$ cat src/rtl/axi_rd_mst_os.sv
// AXI read traffic master: issues a programmed run of read bursts with up to MAX_OS
// in flight, tracks each by ARID and checks returned R beats against ARLEN.
module axi_rd_mst_os #(
    parameter int ADDR_WIDTH = 32,
    parameter int DATA_WIDTH = 32,
    parameter int ID_WIDTH   = 4,
    parameter int LEN_WIDTH  = 8,
    parameter int MAX_OS     = 4
) (
    input  logic                  clk,
    input  logic                  rst,
    input  logic                  cfg_start,
    input  logic [15:0]           cfg_num_txn,
    input  logic [ADDR_WIDTH-1:0] cfg_base_addr,
    input  logic [LEN_WIDTH-1:0]  cfg_len,
    input  logic [2:0]            cfg_size,
    input  logic [1:0]            cfg_burst,
    output logic                  busy,
    output logic                  done,
    output logic [15:0]           err_cnt,
    output logic [31:0]           beat_cnt,
    output logic [DATA_WIDTH-1:0] last_rdata,
    output logic [ID_WIDTH-1:0]   axi_mst_arid,
    output logic [ADDR_WIDTH-1:0] axi_mst_araddr,
    output logic [LEN_WIDTH-1:0]  axi_mst_arlen,
    output logic [2:0]            axi_mst_arsize,
    output logic [1:0]            axi_mst_arburst,
    output logic                  axi_mst_arvalid,
    input  logic                  axi_mst_arready,
    input  logic [ID_WIDTH-1:0]   axi_mst_rid,
    input  logic [DATA_WIDTH-1:0] axi_mst_rdata,
    input  logic [1:0]            axi_mst_rresp,
    input  logic                  axi_mst_rlast,
    input  logic                  axi_mst_rvalid,
    output logic                  axi_mst_rready
);
    localparam int LOG_OS = $clog2(MAX_OS);
    localparam int IDX_W  = (LOG_OS > 0) ? LOG_OS : 1;
    localparam int CNT_W  = LEN_WIDTH + 1;

    typedef enum logic [1:0] {S_IDLE, S_RUN, S_DRAIN} state_t;

    function automatic logic [IDX_W-1:0] to_idx(input logic [ID_WIDTH-1:0] id);
        logic [IDX_W-1:0] mask;
        mask = IDX_W'(MAX_OS - 1);
        return IDX_W'(id) & mask;
    endfunction

    function automatic logic [15:0] sat_inc(input logic [15:0] v);
        return (v == 16'hFFFF) ? v : v + 16'd1;
    endfunction

    state_t                  state;
    logic [15:0]             num_q;
    logic [15:0]             issue_cnt;
    logic [ADDR_WIDTH-1:0]   stride_q;
    logic [MAX_OS-1:0]       tbl_vld, tbl_vld_nxt;
    logic [CNT_W-1:0]        tbl_cnt     [MAX_OS];
    logic [CNT_W-1:0]        tbl_cnt_nxt [MAX_OS];

    logic                    ar_hs, r_hs, r_unexp, r_err, cnt_at_len, ld_next, last_hs;
    logic [15:0]             issued_n;
    logic [IDX_W-1:0]        r_idx, ar_idx, cand_idx;

    assign axi_mst_rready = ~rst;
    assign ar_hs    = axi_mst_arvalid & axi_mst_arready;
    assign r_hs     = axi_mst_rvalid & axi_mst_rready;
    assign issued_n = issue_cnt + {15'd0, ar_hs};
    assign ar_idx   = to_idx(axi_mst_arid);
    assign cand_idx = to_idx(axi_mst_arid + ID_WIDTH'(1));
    // Issue looks only at registered valid bits, so a slot freed this cycle is reused next cycle.
    assign ld_next  = (state == S_RUN) && (!axi_mst_arvalid || ar_hs) && (issued_n < num_q)
                      && !tbl_vld[cand_idx] && !(ar_hs && (cand_idx == ar_idx));
    assign last_hs  = (state == S_RUN) && ar_hs && (issued_n == num_q);

    always_comb begin
        tbl_vld_nxt = tbl_vld;
        tbl_cnt_nxt = tbl_cnt;
        r_err       = 1'b0;
        r_idx       = to_idx(axi_mst_rid);
        r_unexp     = ((axi_mst_rid >> LOG_OS) != '0) || !tbl_vld[r_idx];
        cnt_at_len  = (tbl_cnt[r_idx] == {1'b0, axi_mst_arlen});
        if (ar_hs) begin
            tbl_vld_nxt[ar_idx] = 1'b1;
            tbl_cnt_nxt[ar_idx] = '0;
        end
        if (r_hs) begin
            if (r_unexp) begin
                r_err = 1'b1;
            end else begin
                // rlast mismatch covers both early-last and missing-last
                r_err = (axi_mst_rresp != 2'b00) || (axi_mst_rlast != cnt_at_len);
                tbl_cnt_nxt[r_idx] = tbl_cnt[r_idx] + CNT_W'(1);
                if (axi_mst_rlast || cnt_at_len) tbl_vld_nxt[r_idx] = 1'b0;
            end
        end
    end

    always_ff @(posedge clk or posedge rst) begin
        if (rst) begin
            tbl_vld <= '0;
            for (int i = 0; i < MAX_OS; i++) tbl_cnt[i] <= '0;
        end else begin
            tbl_vld <= tbl_vld_nxt;
            tbl_cnt <= tbl_cnt_nxt;
        end
    end

    always_ff @(posedge clk or posedge rst) begin
        if (rst) begin
            state           <= S_IDLE;
            busy            <= 1'b0;
            done            <= 1'b0;
            err_cnt         <= '0;
            beat_cnt        <= '0;
            last_rdata      <= '0;
            num_q           <= '0;
            issue_cnt       <= '0;
            stride_q        <= '0;
            axi_mst_arvalid <= 1'b0;
            axi_mst_arid    <= '0;
            axi_mst_araddr  <= '0;
            axi_mst_arlen   <= '0;
            axi_mst_arsize  <= '0;
            axi_mst_arburst <= '0;
        end else begin
            done <= 1'b0;
            if (r_hs) begin
                beat_cnt   <= beat_cnt + 32'd1;
                last_rdata <= axi_mst_rdata;
                if (r_err) err_cnt <= sat_inc(err_cnt);
            end
            if (ar_hs) issue_cnt <= issue_cnt + 16'd1;
            case (state)
                S_IDLE: begin
                    if (cfg_start) begin
                        err_cnt   <= '0;
                        beat_cnt  <= '0;
                        issue_cnt <= '0;
                        num_q     <= cfg_num_txn;
                        stride_q  <= ADDR_WIDTH'({1'b0, cfg_len} + CNT_W'(1)) << cfg_size;
                        if (cfg_num_txn == 16'd0) begin
                            done <= 1'b1;
                        end else begin
                            state           <= S_RUN;
                            busy            <= 1'b1;
                            axi_mst_arvalid <= 1'b1;
                            axi_mst_arid    <= '0;
                            axi_mst_araddr  <= cfg_base_addr;
                            axi_mst_arlen   <= cfg_len;
                            axi_mst_arsize  <= cfg_size;
                            axi_mst_arburst <= cfg_burst;
                        end
                    end
                end
                S_RUN: begin
                    if (ld_next) begin
                        axi_mst_arvalid <= 1'b1;
                        axi_mst_arid    <= ID_WIDTH'(cand_idx);
                        axi_mst_araddr  <= axi_mst_araddr + stride_q;
                    end else if (ar_hs) begin
                        axi_mst_arvalid <= 1'b0;
                    end
                    if (last_hs) state <= S_DRAIN;
                end
                S_DRAIN: begin
                    // Finish on the final beat's edge so done shows in the following cycle.
                    if (tbl_vld_nxt == '0) begin
                        state <= S_IDLE;
                        busy  <= 1'b0;
                        done  <= 1'b1;
                    end
                end
                default: state <= S_IDLE;
            endcase
        end
    end
endmodule

$ cat config.mk
export PLATFORM = sky130hd
export DESIGN_NAME = axi_rd_mst_os
export DESIGN_NICKNAME = d
export VERILOG_FILES = /design/src/rtl/axi_rd_mst_os.sv
export SDC_FILE = /design/constraint.sdc
export NUM_CORES = 1
export LEC_CHECK = 0
export ABC_AREA = 1
export BUFFER_PORTS_ARGS = -buffer_cell sky130_fd_sc_hd__buf_2
export CORE_MARGIN = 3
export CORE_UTILIZATION = 45
export DETAILED_ROUTE_END_ITERATION = 10
export PLACE_DENSITY = 0.67
export SLEW_MARGIN = 20
export SYNTH_ARGS = -nofsm -noshare
export SYNTH_HDL_FRONTEND = slang
export SYNTH_SLANG_ARGS = --single-unit
$ cat constraint.sdc
create_clock -name clk -period 9.15 [get_ports clk]
set_clock_uncertainty 0.1 [all_clocks]
set_input_delay 0.915 -clock clk [delete_from_list [all_inputs] [get_ports clk]]
set_output_delay 0.915 -clock clk [all_outputs]
set_load 0.01 [all_outputs]
# After elaboration in Yosys (flattened, before gate mapping)
# Cells that the tools add are included.
[op_classes] shifts=1 mul=0 n_div=0 reduce_logical=32 eq_ne=13 n_mux=60 bitwise=11 n_lt_le_gt_ge=10 n_addsub=8
[ops] operator="$mux 32" count=6
[ops] operator="$mux 16" count=8
[ops] operator="$mux 36" count=3
[ops] operator="$pmux 32 s2" count=1
[ops] operator="$and 36x36->36" count=1
[ops] operator="$bwmux 36" count=1
[ops] operator="$demux 9 s2" count=2
[ops] operator="$mux 9" count=4
[ops] operator="$not 36->36" count=1
[ops] operator="$add 16x1->16 const B" count=2
[ops] operator="$add 32x1->32 const B" count=1
[ops] operator="$add 32x32->32" count=1
[ops] operator="$shl 9x3->32" count=1
[ops] operator="$mux 4" count=7
[ops] operator="$bmux 9 s2" count=1
[ops] operator="$add 16x1->16" count=1
[ops] operator="$eq 16x16->1" count=1
[ops] operator="$eq 16x16->1 const B" count=1
[ops] operator="$logic_not 16->1" count=1
[ops] operator="$lt 16x16->1" count=1
[ops] operator="$reduce_and 4->1" count=4
[ops] operator="$mux 1" count=14
[ops] operator="$logic_and 1x1->1" count=11
[ops] operator="$ne 2x2->1 const B" count=5
[ops] operator="33 further kinds" count=56
[totals] ramBits=0 rom_bits=0 reg_bits=238 input_bits=105 latchBits=0 mem_count=0 out_inout_bits=133

# Longest topological paths before layout
# Gate-level depths: netlist of the first run.
[logic_depth] ltp_word=13 depth_mapped=23 ltp_nobuf=21

# Worst setup path before layout of the first run
# OpenSTA, ideal clock, no wires.
[synth_path] kind="input to register" startpoint="input port rst" endpoint="register beat_cnt[29]" required_time_ns=8.918 setup_time_ns=0.132 path_slack_ns=4.018 t_arrival_ns=4.900 path_stages=12 path_cell_list="inv_2 > nand2_2 > nor2_4 > nand2_2 > nor2_4 > nand3_1 > nor3_2 > nand2_1 > nor2_1 > nand2_1 > nand2_1 > nor2_1"
[synth_between] elab_chain_cells=5
[synth_lines] element="start, declared" line="11" rtl="input logic rst,"
[synth_lines] element="$not 1->1 *" line="65" rtl="assign axi_mst_rready = ~rst;"
[synth_lines] element="$and 1x1->1 *" line="67" rtl="assign r_hs = axi_mst_rvalid & axi_mst_rready;"
[synth_lines] element="$mux 32 *" line="128" rtl="if (r_hs) begin"
[synth_lines] element="$mux 32" line="136" rtl="if (cfg_start) begin"
[synth_lines] element="$mux 32 *" line="134" rtl="case (state)"
[synth_lines] element="end signal, assigned" line="129" rtl="beat_cnt <= beat_cnt + 32'd1;"
[synth_lines] element="end, declared" line="21" rtl="output logic [31:0] beat_cnt,"
# Every way passes the cells marked *; elsewhere a longest branch is shown, timed or not.
# A chain may end at the register's enable or synchronous reset.

# Worst setup path in the final report of the first run
[layout_path] startpoint="input port axi_mst_arready" endpoint="register axi_mst_araddr[23]"
[layout_between] elab_chain_cells=8 word_cells_on_any_way=12
[layout_lines] element="start, declared" line="29" rtl="input logic axi_mst_arready,"
[layout_lines] element="$and 1x1->1 *" line="66" rtl="assign ar_hs = axi_mst_arvalid & axi_mst_arready;"
[layout_lines] element="$add 16x1->16 or $logic_or 1x1->1 (tied branches)" line="68, 72"
[layout_lines] element="$lt 16x16->1 or $logic_and 1x1->1 (tied branches)" line="72" rtl="assign ld_next = (state == S_RUN) && (!axi_mst_arvalid || ar_hs) && (issued_n < num_q)"
[layout_lines] element="$logic_and 1x1->1" line="72"
[layout_lines] element="$logic_and 1x1->1" line="73" rtl="&& !tbl_vld[cand_idx] && !(ar_hs && (cand_idx == ar_idx));"
[layout_lines] element="$logic_and 1x1->1 *" line="73"
[layout_lines] element="$ne 2x2->1 (no source line) *"
[layout_lines] element="$reduce_and 4->1 (no source line) *"
[layout_lines] element="end signal, assigned" line="149" rtl="axi_mst_araddr <= cfg_base_addr;"
[layout_lines] element="end signal, assigned" line="160" rtl="axi_mst_araddr <= axi_mst_araddr + stride_q;"
[layout_lines] element="end, declared" line="24" rtl="output logic [ADDR_WIDTH-1:0] axi_mst_araddr,"
# Marks and branches as above.

==> impl_metrics.csv, run 1 <==
group,metric,value,unit
yosys,syn_area,0.0133,sq mm
clocking,clk_latency,0.53,ns
critical_path,critPathRequiredTime,9.47,ns
yosys,ys_types,45,
die,dieHeight,178,microns
yosys,synth_top_area_frac,0.413,
timing,finalSetupViolCount,0,
route,dr.pass1.iters,5,
flow_run,maxCapViolCount,0,
placed_design,portBuffers,235,
placed_design,pre_cts_ws,4.31,ns
die,rows,62,
yosys,synth.most_common_cell,"nand2_1",
power_and_ir_drop,p_per_area,269,mW/mm^2
route,route.detailed.drc,0,
route,drt_iter0_markers,825,
layout,drive_above_1_share,0.157,
global_route,grt_max_degree,176,
power_and_ir_drop,total_leakage_power,8.33,nW
timing,worst_slew_pin_slew,1.11,ns
global_route,grt_usage,0.238,
clocking,hold_buffers,0,
clocking,post_cts_resized,0,
critical_path,arrival,4.65,ns
timing,fin_ws,4.82,ns
yosys,ys_warn_count,0,
layout,fin_nets,2256,
die,core_area,0.0289,sq mm
global_route,grt-ovfl-total,0,
route,ant_nets,0,
clocking,clock_path_buffers,3,
yosys,synth_area_per_cell,7.06,sq um
yosys,postSynthCellCount,1888,
timing,hold_viol,0,
timing,rsz0062_at_grt,"no",
clocking,cts.htree.levels,1,
route,routed_wl,38200,microns
placed_design,routabilityCongestion,0.908,
yosys,ys_seq_area_frac,0.413,
timing,fmax,0.231,GHz
timing,finalSetupTns,0,ns
timing,fin_crit_sh,0.473,
critical_path,crit_type,"in -> reg",
power_and_ir_drop,power,4.21,mW
yosys,synth_area_leaders,"dfrtp_1 41%, nand2_1 18%, nand3_1 6.5%",
clocking,cts_buffers,26,
yosys,synth-main-ff-cell,"dfrtp_1",
die,io_pins,238,
clocking,post-cts-setup-buffers,0,
global_route,grt_pass1_vias,12324,
route,vias,12882,
power_and_ir_drop,max-vdd-ir-drop,0.153,mV
critical_path,r2r_setup_slack,4.92,ns
route,vias_per_cell,5.13,
layout,syn2layout_area_growth,17.5,%
clocking,cts.clk_slew.worst_paths,0.06,ns
timing,timing.hold.ws,0.301,ns
global_route,antenna_found_initial,6,
critical_path,cp_max_fo,27,
global_route,grt_pass1_wl,61800,microns
die,die_x,178,microns
placed_design,dpl.hpwl,27900,microns
yosys,yosys.area.top_type,"dfrtp_1",
yosys,synthArstFlopShare,1.00,
route,wire_per_inst,15.2,microns
yosys,yosys-top-cells-count,"648 x nand2_1, 220 x dfrtp_1, 207 x inv_1",
die,start_util,0.461,
timing,slew-limit-headroom,0.259,
timing,period_minus_slack,4.33,ns
die,die-area,0.0317,sq mm
yosys,synth_edf_count,0,
hold_path,hold_class,"in -> async",
clocking,cts_tree,"yes",
timing,slew_viol_final,0,
yosys,ys_ff_latch,220,
clocking,cts-root-buf,"clkbuf_16",
run_status,outcome,"completed",
clocking,cts.sink_count,220,
critical_path,end_kind,"flip-flop",
critical_path,critPathLaunchType,"input pin",
-- worst paths after layout --
path,startpoint,to,cells past startpoint
setup / recovery,axi_mst_arready,axi_mst_araddr[23]$_DFFE_PP0P_,22
hold / removal,rst,axi_mst_arburst[0]$_DFFE_PP0P_,2
setup reg to reg,axi_mst_arvalid$_DFFE_PP0P_,axi_mst_araddr[23]$_DFFE_PP0P_,21
hold reg to reg,last_rdata[26]$_DFFE_PP0P_,last_rdata[26]$_DFFE_PP0P_,2
max in group asynchronous,rst,axi_mst_araddr[18]$_DFFE_PP0P_,3
min in group clk,last_rdata[26]$_DFFE_PP0P_,last_rdata[26]$_DFFE_PP0P_,2
-- power by group --
| group | internal (mW) | switching [mW] |
|---|---|---|
| sequential | 1.24 | 0.281 |
| combinational | 0.608 | 1.07 |
| clock | 0.608 | 0.403 |
| total | 2.46 | 1.75 |
-- cell usage in the layout (no fill, tap or decap), types with 2 or more instances in the layout --
cell,n
a21oi_1,60
a22oi_1,3
a31oi_1,7
and3_1,2
buf_2,235
buf_4,6
clkbuf_1,11
clkbuf_16,27
clkbuf_8,5
conb_1,2
dfrtp_1,220
diode_2,4
ha_1,44
inv_1,207
inv_2,9
mux2_2,5
nand2_1,647
nand2_2,8
nand3_1,172
nand3_2,4
nand3b_1,5
nand4_1,30
nor2_1,159
nor2_2,6
nor2_4,10
nor3_1,33
nor3_2,5
nor4_1,4
o211ai_1,7
o21a_1,3
o21ai_0,90
o21ai_1,32
o21bai_1,2
o31ai_1,2
or2_2,5
xnor2_1,11
xor2_1,32
-- state kept, by name, indices dropped and copies added, names as in the netlist --
register and flops:
axi_mst_arburst 2, axi_mst_arvalid 1, tbl_cnt 36, last_rdata 32
axi_mst_araddr 32, busy 1, axi_mst_arid 2, axi_mst_arlen 8
issue_cnt 16, num_q 16, stride_q 16, tbl_vld 4
state 2, beat_cnt 32, axi_mst_arsize 3, done 1
err_cnt 16
-- layout make-up --
class                           count  area (sq um)
Multi-Input combinational cell   1397          6780
Tap cell                          384           480
Fill cell                        2854         13300
Sequential cell                   220          5510
Antenna cell                        4          10.0
Inverter                          219           832
Clock buffer                       43           786
Timing Repair Buffer              242          1240
Clock inverter                      3          42.5
-- layer usage --
metal,GRT usage,vias up,part of all wire
met3,0.0349,70,0.057
met1,0.321,5982,0.44
met5,0,-,0.00089
met2,0.398,354,0.48
li1,-,6472,-
met4,0.0687,4,0.024
-- worst max-delay path: stages --
cell and delay [ns]:
buf_2 0.10, nand2_1 0.07, inv_1 0.25, ha_1 0.24
ha_1 0.18, nand3_1 0.14, nor2_1 0.37, nand2_1 0.12
xor2_1 0.16, inv_1 0.07, ha_1 0.30, a21oi_1 0.15
nand2_1 0.06, nand2_1 0.05, nand3_1 0.08, nor2_1 0.12
nand2_1 0.12, nand2_1 0.10, nand2_1 0.40, buf_4 0.40
o21ai_0 0.18, nand2_1 0.06
-- cell families (layout without fill, tap and decap cells) --
family	count (synthesis)	count (layout)	synth area share
simple gates	1092	1092	0.348
buf+inv	272	507	0.0796
flops	220	220	0.413
compound gates	210	210	0.0837
fa+ha+maj	45	45	0.0428
xor+xnor	43	43	0.0282
mux	5	5	0.00422
other cells	1	6	0.000281
-- metrics by stage --
step / util / instances / area (sq um)
after CTS: 0.541 / 2508 / 15700
after global placement: 0.513 / 2462 / 14800
after detailed placement: 0.513 / 2462 / 14800
after floorplan: - / 1889 / 13300
final: 0.542 / 2512 / 15700
after global routing: 0.542 / 2512 / 15700
Note: power is estimated with default switching activity, not from simulation.
==> inputs of run 2 (changes only) <==
ABC_AREA = 0   (was 1)
PLACE_DENSITY = 0.7   (was 0.67)
clock period = 3.7 ns   (was 9.15 ns; I/O delays follow)
==> run 2 against run 1 <==
Net effect:
- clock power grew 140%
- setup slack worse by 4.6 ns
- via count shrank 17%
- sequential share of layout area increased by 2.0 points
- combinational power increased by 9.5%
- final cell count down 22%
- wire length shrank 17%
- hold slack lost 0.27 ns
- design area decreased by 5.3%
- global-route usage decreased by 2.0 points
- sequential cell count is the same
- first-iteration DRC count down 7.9%
- largest power group is now registers
==> impl_metrics.csv, run 2 <==
group,metric,value,unit
route,vias_per_cell,5.47,
layout,largest_reg_flops,36,
die,io_pins,238,
global_route,antenna_found_initial,1,
critical_path,end_kind,"flip-flop",
layout,fin_nets,1745,
placed_design,postPlaceCellArea,0.0135,sq mm
clocking,cts.sink_count,220,
route,routed_wl,31800,microns
layout,fin_cells,1947,
die,rows,59,
yosys,postSynthCellCount,1322,
die,dieHeight,169,microns
clocking,cts_buffers,25,
timing,fin_crit_sh,0.940,
timing,fin_ws,0.221,ns
power_and_ir_drop,p_per_area,484,mW/mm^2
die,core_area,0.0261,sq mm
clocking,cts.htree.levels,1,
clocking,cts.clk_slew.worst_paths,0.06,ns
yosys,synth_top_area_frac,0.459,
clocking,clock_path_buffers,3,
yosys,ys_seq_area_frac,0.459,
clocking,clk_latency,0.52,ns
route,ant_nets,0,
yosys,synth_area_per_cell,9.06,sq um
die,die_x,169,microns
yosys,ys_types,63,
yosys,synth-main-ff-cell,"dfrtp_1",
placed_design,dpl.hpwl,22500,microns
placed_design,pre_cts_ws,0.117,ns
route,drt_iter0_markers,760,
timing,fmax,0.287,GHz
yosys,synthArstFlopShare,1.00,
flow_run,maxCapViolCount,0,
yosys,yosys.area.top_type,"dfrtp_1",
power_and_ir_drop,power,7.19,mW
layout,drive_above_1_share,0.215,
run_status,outcome,"completed",
layout,stdcell_area,0.0148,sq mm
power_and_ir_drop,max-vdd-ir-drop,0.302,mV
timing,finalSetupTns,0,ns
route,route.detailed.drc,0,
layout,syn2layout_area_growth,23.9,%
timing,finalSetupViolCount,0,
layout,top_register,"tbl_cnt",
placed_design,routabilityCongestion,0.868,
placed_design,portBuffers,235,
hold_path,hold_class,"in -> reg",
global_route,grt_pass1_wl,52100,microns
timing,slew_viol_final,0,
die,die-area,0.0286,sq mm
critical_path,cp_max_fo,28,
yosys,synth_area_leaders,"dfrtp_1 46%, nand2_1 7.3%, ha_1 4.6%",
layout,layout_common_cells,"235 x buf_2, 232 x nand2_1, 220 x dfrtp_1, 102 x nor2_1, 99 x o21ai_0",
global_route,grt_max_degree,77,
power_and_ir_drop,total_leakage_power,7.26,nW
clocking,cts_tree,"yes",
die,start_util,0.459,
route,wire_per_inst,16.3,microns
timing,worst_slew_pin_slew,0.953,ns
route,dr.pass1.iters,5,
layout,diodes,0,
global_route,grt_usage,0.218,
timing,rsz0062_at_grt,"yes",
yosys,ys_ff_latch,220,
critical_path,critPathLaunchType,"flip-flop",
global_route,grt_pass1_vias,10232,
critical_path,crit_type,"reg -> reg",
global_route,grt-ovfl-total,0,
timing,timing.hold.ws,0.0274,ns
critical_path,arrival,3.75,ns
route,vias,10643,
yosys,syn_area,0.0120,sq mm
timing,slew-limit-headroom,0.365,
yosys,yosys-top-cells-count,"232 x nand2_1, 220 x dfrtp_1, 105 x nor2_1",
layout,fin_util,0.568,
layout,final_common_cell,"buf_2",
timing,hold_viol,0,
yosys,ys_warn_count,0,
critical_path,critPathRequiredTime,3.98,ns
placed_design,dp_cells,1853,
yosys,synth_edf_count,0,
yosys,synth.most_common_cell,"nand2_1",
clocking,cts-root-buf,"clkbuf_16",
timing,period_minus_slack,3.48,ns
-- run 2: cell type report --
cell class                      instances  area (sq um)
Sequential cell                       220          5510
Fill cell                            2302         11300
Tap cell                              335           419
Multi-Input combinational cell        990          6050
Timing Repair Buffer                  314          1890
Clock inverter                          8          73.8
Inverter                               44           169
Clock buffer                           36           737
-- run 2: what timing repair did --
action	CTS	global route
resized for setup	0	3
endpoints found under the setup margin	0	10
buffers inserted	0	0
hold buffers	50	0
endpoints found under the hold margin	65	0
-- run 2: routing by layer --
layer  routed length [microns]  track usage
met5                         8            0
met2                     14900        0.355
met3                      2030       0.0380
met1                     13900        0.298
met4                       905       0.0686
-- run 2: cell families (layout without fill, tap and decap cells) --
family / count (synthesis) / count (layout) / share of synthesized area
xor+xnor: 86 / 86 / 0.0629
fa+ha+maj: 45 / 45 / 0.0476
simple gates: 559 / 559 / 0.215
other cells: 1 / 2 / 0.000313
buf+inv: 113 / 402 / 0.0374
flops: 220 / 220 / 0.459
mux: 38 / 38 / 0.0448
compound gates: 260 / 260 / 0.133
-- run 2: final timing paths --
| kind | startpoint | to | slack, ns | depth (start not counted) |
|---|---|---|---|---|
| max in group asynchronous | rst | tbl_cnt[16]$_DFF_PP0_ | 1.79 | 4 |
| max reg2reg | axi_mst_arvalid$_DFFE_PP0P_ | axi_mst_araddr[4]$_DFFE_PP0P_ | 0.22 | 15 |
| min | cfg_base_addr[9] | axi_mst_araddr[9]$_DFFE_PP0P_ | 0.03 | 3 |
| min reg2reg | last_rdata[4]$_DFFE_PP0P_ | last_rdata[4]$_DFFE_PP0P_ | 0.37 | 2 |
| max | axi_mst_arvalid$_DFFE_PP0P_ | axi_mst_araddr[4]$_DFFE_PP0P_ | 0.22 | 15 |
| min in group asynchronous | rst | beat_cnt[10]$_DFF_PP0_ | 0.38 | 3 |
-- run 2: critical path, cell delays in order (launching register included) --
cell and delay (ns):
dfrtp_1 0.38, and2_1 0.17, ha_1 0.20, ha_1 0.19, nand3_1 0.14, buf_4 0.14
nor2_1 0.05, xor2_1 0.14, ha_1 0.28, nand4_1 0.11, or3_1 0.40, a21oi_1 0.16
o41a_1 0.19, nand2b_4 0.34, buf_4 0.22, o21ai_0 0.11
-- run 2: where the power goes --
group          leakage [nW]  internal [mW]  switching (mW)
sequential             2.81           2.67           0.255
clock                 0.398           1.45           0.979
combinational          4.05          0.768            1.07
==> inputs of run 3 (changes only) <==
clock period = 2.9 ns   (was 3.7 ns; I/O delays follow)
==> run 3 against run 2 <==
Net effect:
- the flow now finishes with violations (negative setup slack)
- sequential share of layout area shrank 3.3 points
- clock power grew 34%
- largest cell class unchanged
- largest power group unchanged
- first-iteration DRC count shrank 1.6%
- total power grew 42%
==> impl_metrics.csv, run 3 (synthesis gave the netlist of run 2 again) <==
group,metric,value,unit
run_status,outcome,"finished with violations",
run_status,violations,"negative setup slack",
route,wire_per_inst,16.3,microns
critical_path,critPathRequiredTime,3.20,ns
critical_path,crit_type,"reg -> reg",
critical_path,r2r_setup_slack,-0.28,ns
critical_path,slowest_stage,"o41a_1",
layout,multi_input_area,0.00646,sq mm
critical_path,r2r_start,"axi_mst_arvalid$_DFFE_PP0P_",
clocking,clk_latency,0.52,ns
clocking,cts_buffers,25,
layout,largest_reg_flops,36,
clocking,clock_path_buffers,3,
global_route,grt-ovfl-total,0,
hold_path,hold_class,"in -> reg",
layout,final_common_cell,"buf_2",
route,vias_per_cell,5.36,
layout,diodes,0,
die,core_area,0.0261,sq mm
critical_path,cp_slowest_stage_delay,0.45,ns
placed_design,routabilityCongestion,0.881,
flow_run,maxCapViolCount,0,
clocking,cts.sink_count,220,
critical_path,path_cells,"and2_4 > ha_4 > ha_4 > nand3_4 > nor2_4 > buf_6 > xor2_2 > ha_1 > nand4_1 > or3_4 > a21oi_2 > o41a_1 > buf_6 > nor2_4 > buf_12 > mux2_4",
timing,rsz0062_at_grt,"yes",
global_route,grt_pass1_vias,10894,
critical_path,cpLargestDelayFamily,"simple AND/OR/NAND/NOR gates",
die,rows,59,
route,dr.pass1.iters,5,
placed_design,dpl.hpwl,23300,microns
global_route,grt_pass1_wl,55400,microns
global_route,grt_max_degree,90,
layout,top_register,"tbl_cnt",
layout,syn2layout_area_growth,36.0,%
critical_path,arrival,3.48,ns
power_and_ir_drop,total_leakage_power,7.91,nW
layout,fin_nets,1850,
clocking,cts.clk_slew.worst_paths,0.06,ns
die,die-area,0.0286,sq mm
die,start_util,0.459,
critical_path,end_kind,"flip-flop",
route,drt_iter0_markers,748,
route,vias,11001,
layout,layout_common_cells,"235 x buf_2, 230 x nand2_1, 220 x dfrtp_1, 94 x nor2_1, 88 x buf_4",
power_and_ir_drop,p_per_area,626,mW/mm^2
clocking,cts_tree,"yes",
layout,regArea,0.00551,sq mm
timing,fin_crit_sh,1.10,
timing,finalSetupTns,-7.13,ns
critical_path,crit_buf_inv,3,
route,ant_nets,0,
hold_path,min_delay_path_depth,2,
global_route,grt_usage,0.230,
die,dieHeight,169,microns
timing,slew-limit-headroom,0.660,
placed_design,pre_cts_ws,-0.494,ns
hold_path,hold-path-endpoint,"axi_mst_arlen[7]$_DFFE_PP0P_",
timing,period_minus_slack,3.18,ns
power_and_ir_drop,max-vdd-ir-drop,0.472,mV
timing,fin_ws,-0.283,ns
timing,finalSetupViolCount,43,
global_route,antenna_found_initial,0,
placed_design,portBuffers,235,
critical_path,reg2reg_depth,16,
timing,worst_slew_pin_slew,0.508,ns
route,route.detailed.drc,0,
timing,slew_viol_final,0,
layout,n_fill_cell,2154,
clocking,cts-root-buf,"clkbuf_16",
die,io_pins,238,
critical_path,cp_max_fo,5,
timing,fmax,0.314,GHz
route,routed_wl,33600,microns
clocking,cts.htree.levels,1,
die,die_x,169,microns
layout,drive_above_1_share,0.288,
critical_path,reg2reg_to,"axi_mst_araddr[14]$_DFFE_PP0P_",
timing,hold_viol,0,
hold_path,holdCritStartpoint,"cfg_len[7]",
timing,timing.hold.ws,0.0204,ns
critical_path,critPathLaunchType,"flip-flop",
==> run 3: cell count changes in the layout (fill, tap and decap cells not counted), moves of 9 or more <==
cell           before  now
buf_6               0   13
dlygate4sd3_1      50   76
o21ai_1             2   13
o21ai_0            99   85
a21oi_2             0    9
a21oi_1            60   51
buf_4              29   88
==> run 3: stage by stage <==
stage	cells	total power [mW]	util	instance area, sq um
6_report	2054	10.2	0.623	16300
5_1_grt	2054	10.8	0.623	16300
4_1_cts	2047	10.0	0.614	16000
3_5_place_dp	1918	6.50	0.545	14300
3_3_place_gp	1918	6.43	0.545	14300
2_1_floorplan	1323	5.44	-	12200
==> run 3: where the power goes <==
part | total [mW] | switching [mW] | internal, mW
Clock | 3.25 | 1.28 | 1.97
Sequential | 3.71 | 0.308 | 3.40
Combinational | 3.24 | 1.68 | 1.56
==> run 3: area by class of cell <==
type,count,share of cell area
Multi-Input combinational cell,990,0.396
Sequential cell,220,0.338
Timing Repair Buffer,419,0.177
Clock buffer,36,0.0459
Tap cell,335,0.0257
Inverter,44,0.0104
Clock inverter,10,0.00691
==> run 3: worst max path at each step <==
stage	startpoint	endpoint	slack [ns]	cells after the start
2_1_floorplan	rst	axi_mst_rready	-0.46	1
3_3_place_gp	axi_mst_arready	axi_mst_araddr[28]$_DFFE_PP0P_	-0.38	18
3_5_place_dp	axi_mst_rid[0]	busy$_DFFE_PP0P_	-0.49	12
4_1_cts	axi_mst_arvalid$_DFFE_PP0P_	axi_mst_araddr[28]$_DFFE_PP0P_	-0.25	17
5_1_grt	axi_mst_arvalid$_DFFE_PP0P_	axi_mst_araddr[16]$_DFFE_PP0P_	-0.42	16
6_report	axi_mst_arvalid$_DFFE_PP0P_	axi_mst_araddr[14]$_DFFE_PP0P_	-0.28	16
==> run 3: timing repair <==
item                                    in CTS  in global routing
buffers inserted                             6                  7
pin swaps                                   25                 17
gates cloned                                 1                  0
hold buffers                                76                  0
hold endpoints to repair                    85                  0
gates resized for setup                     27                 37
endpoints found under the setup margin      49                 55
==> run 3: metal layers <==
layer | GRT usage | part of all wire | up-vias
met5 | 0 | 0 | -
met4 | 0.0558 | 0.017 | 0
met3 | 0.0471 | 0.062 | 37
met2 | 0.373 | 0.47 | 321
met1 | 0.321 | 0.45 | 5242
li1 | - | - | 5401
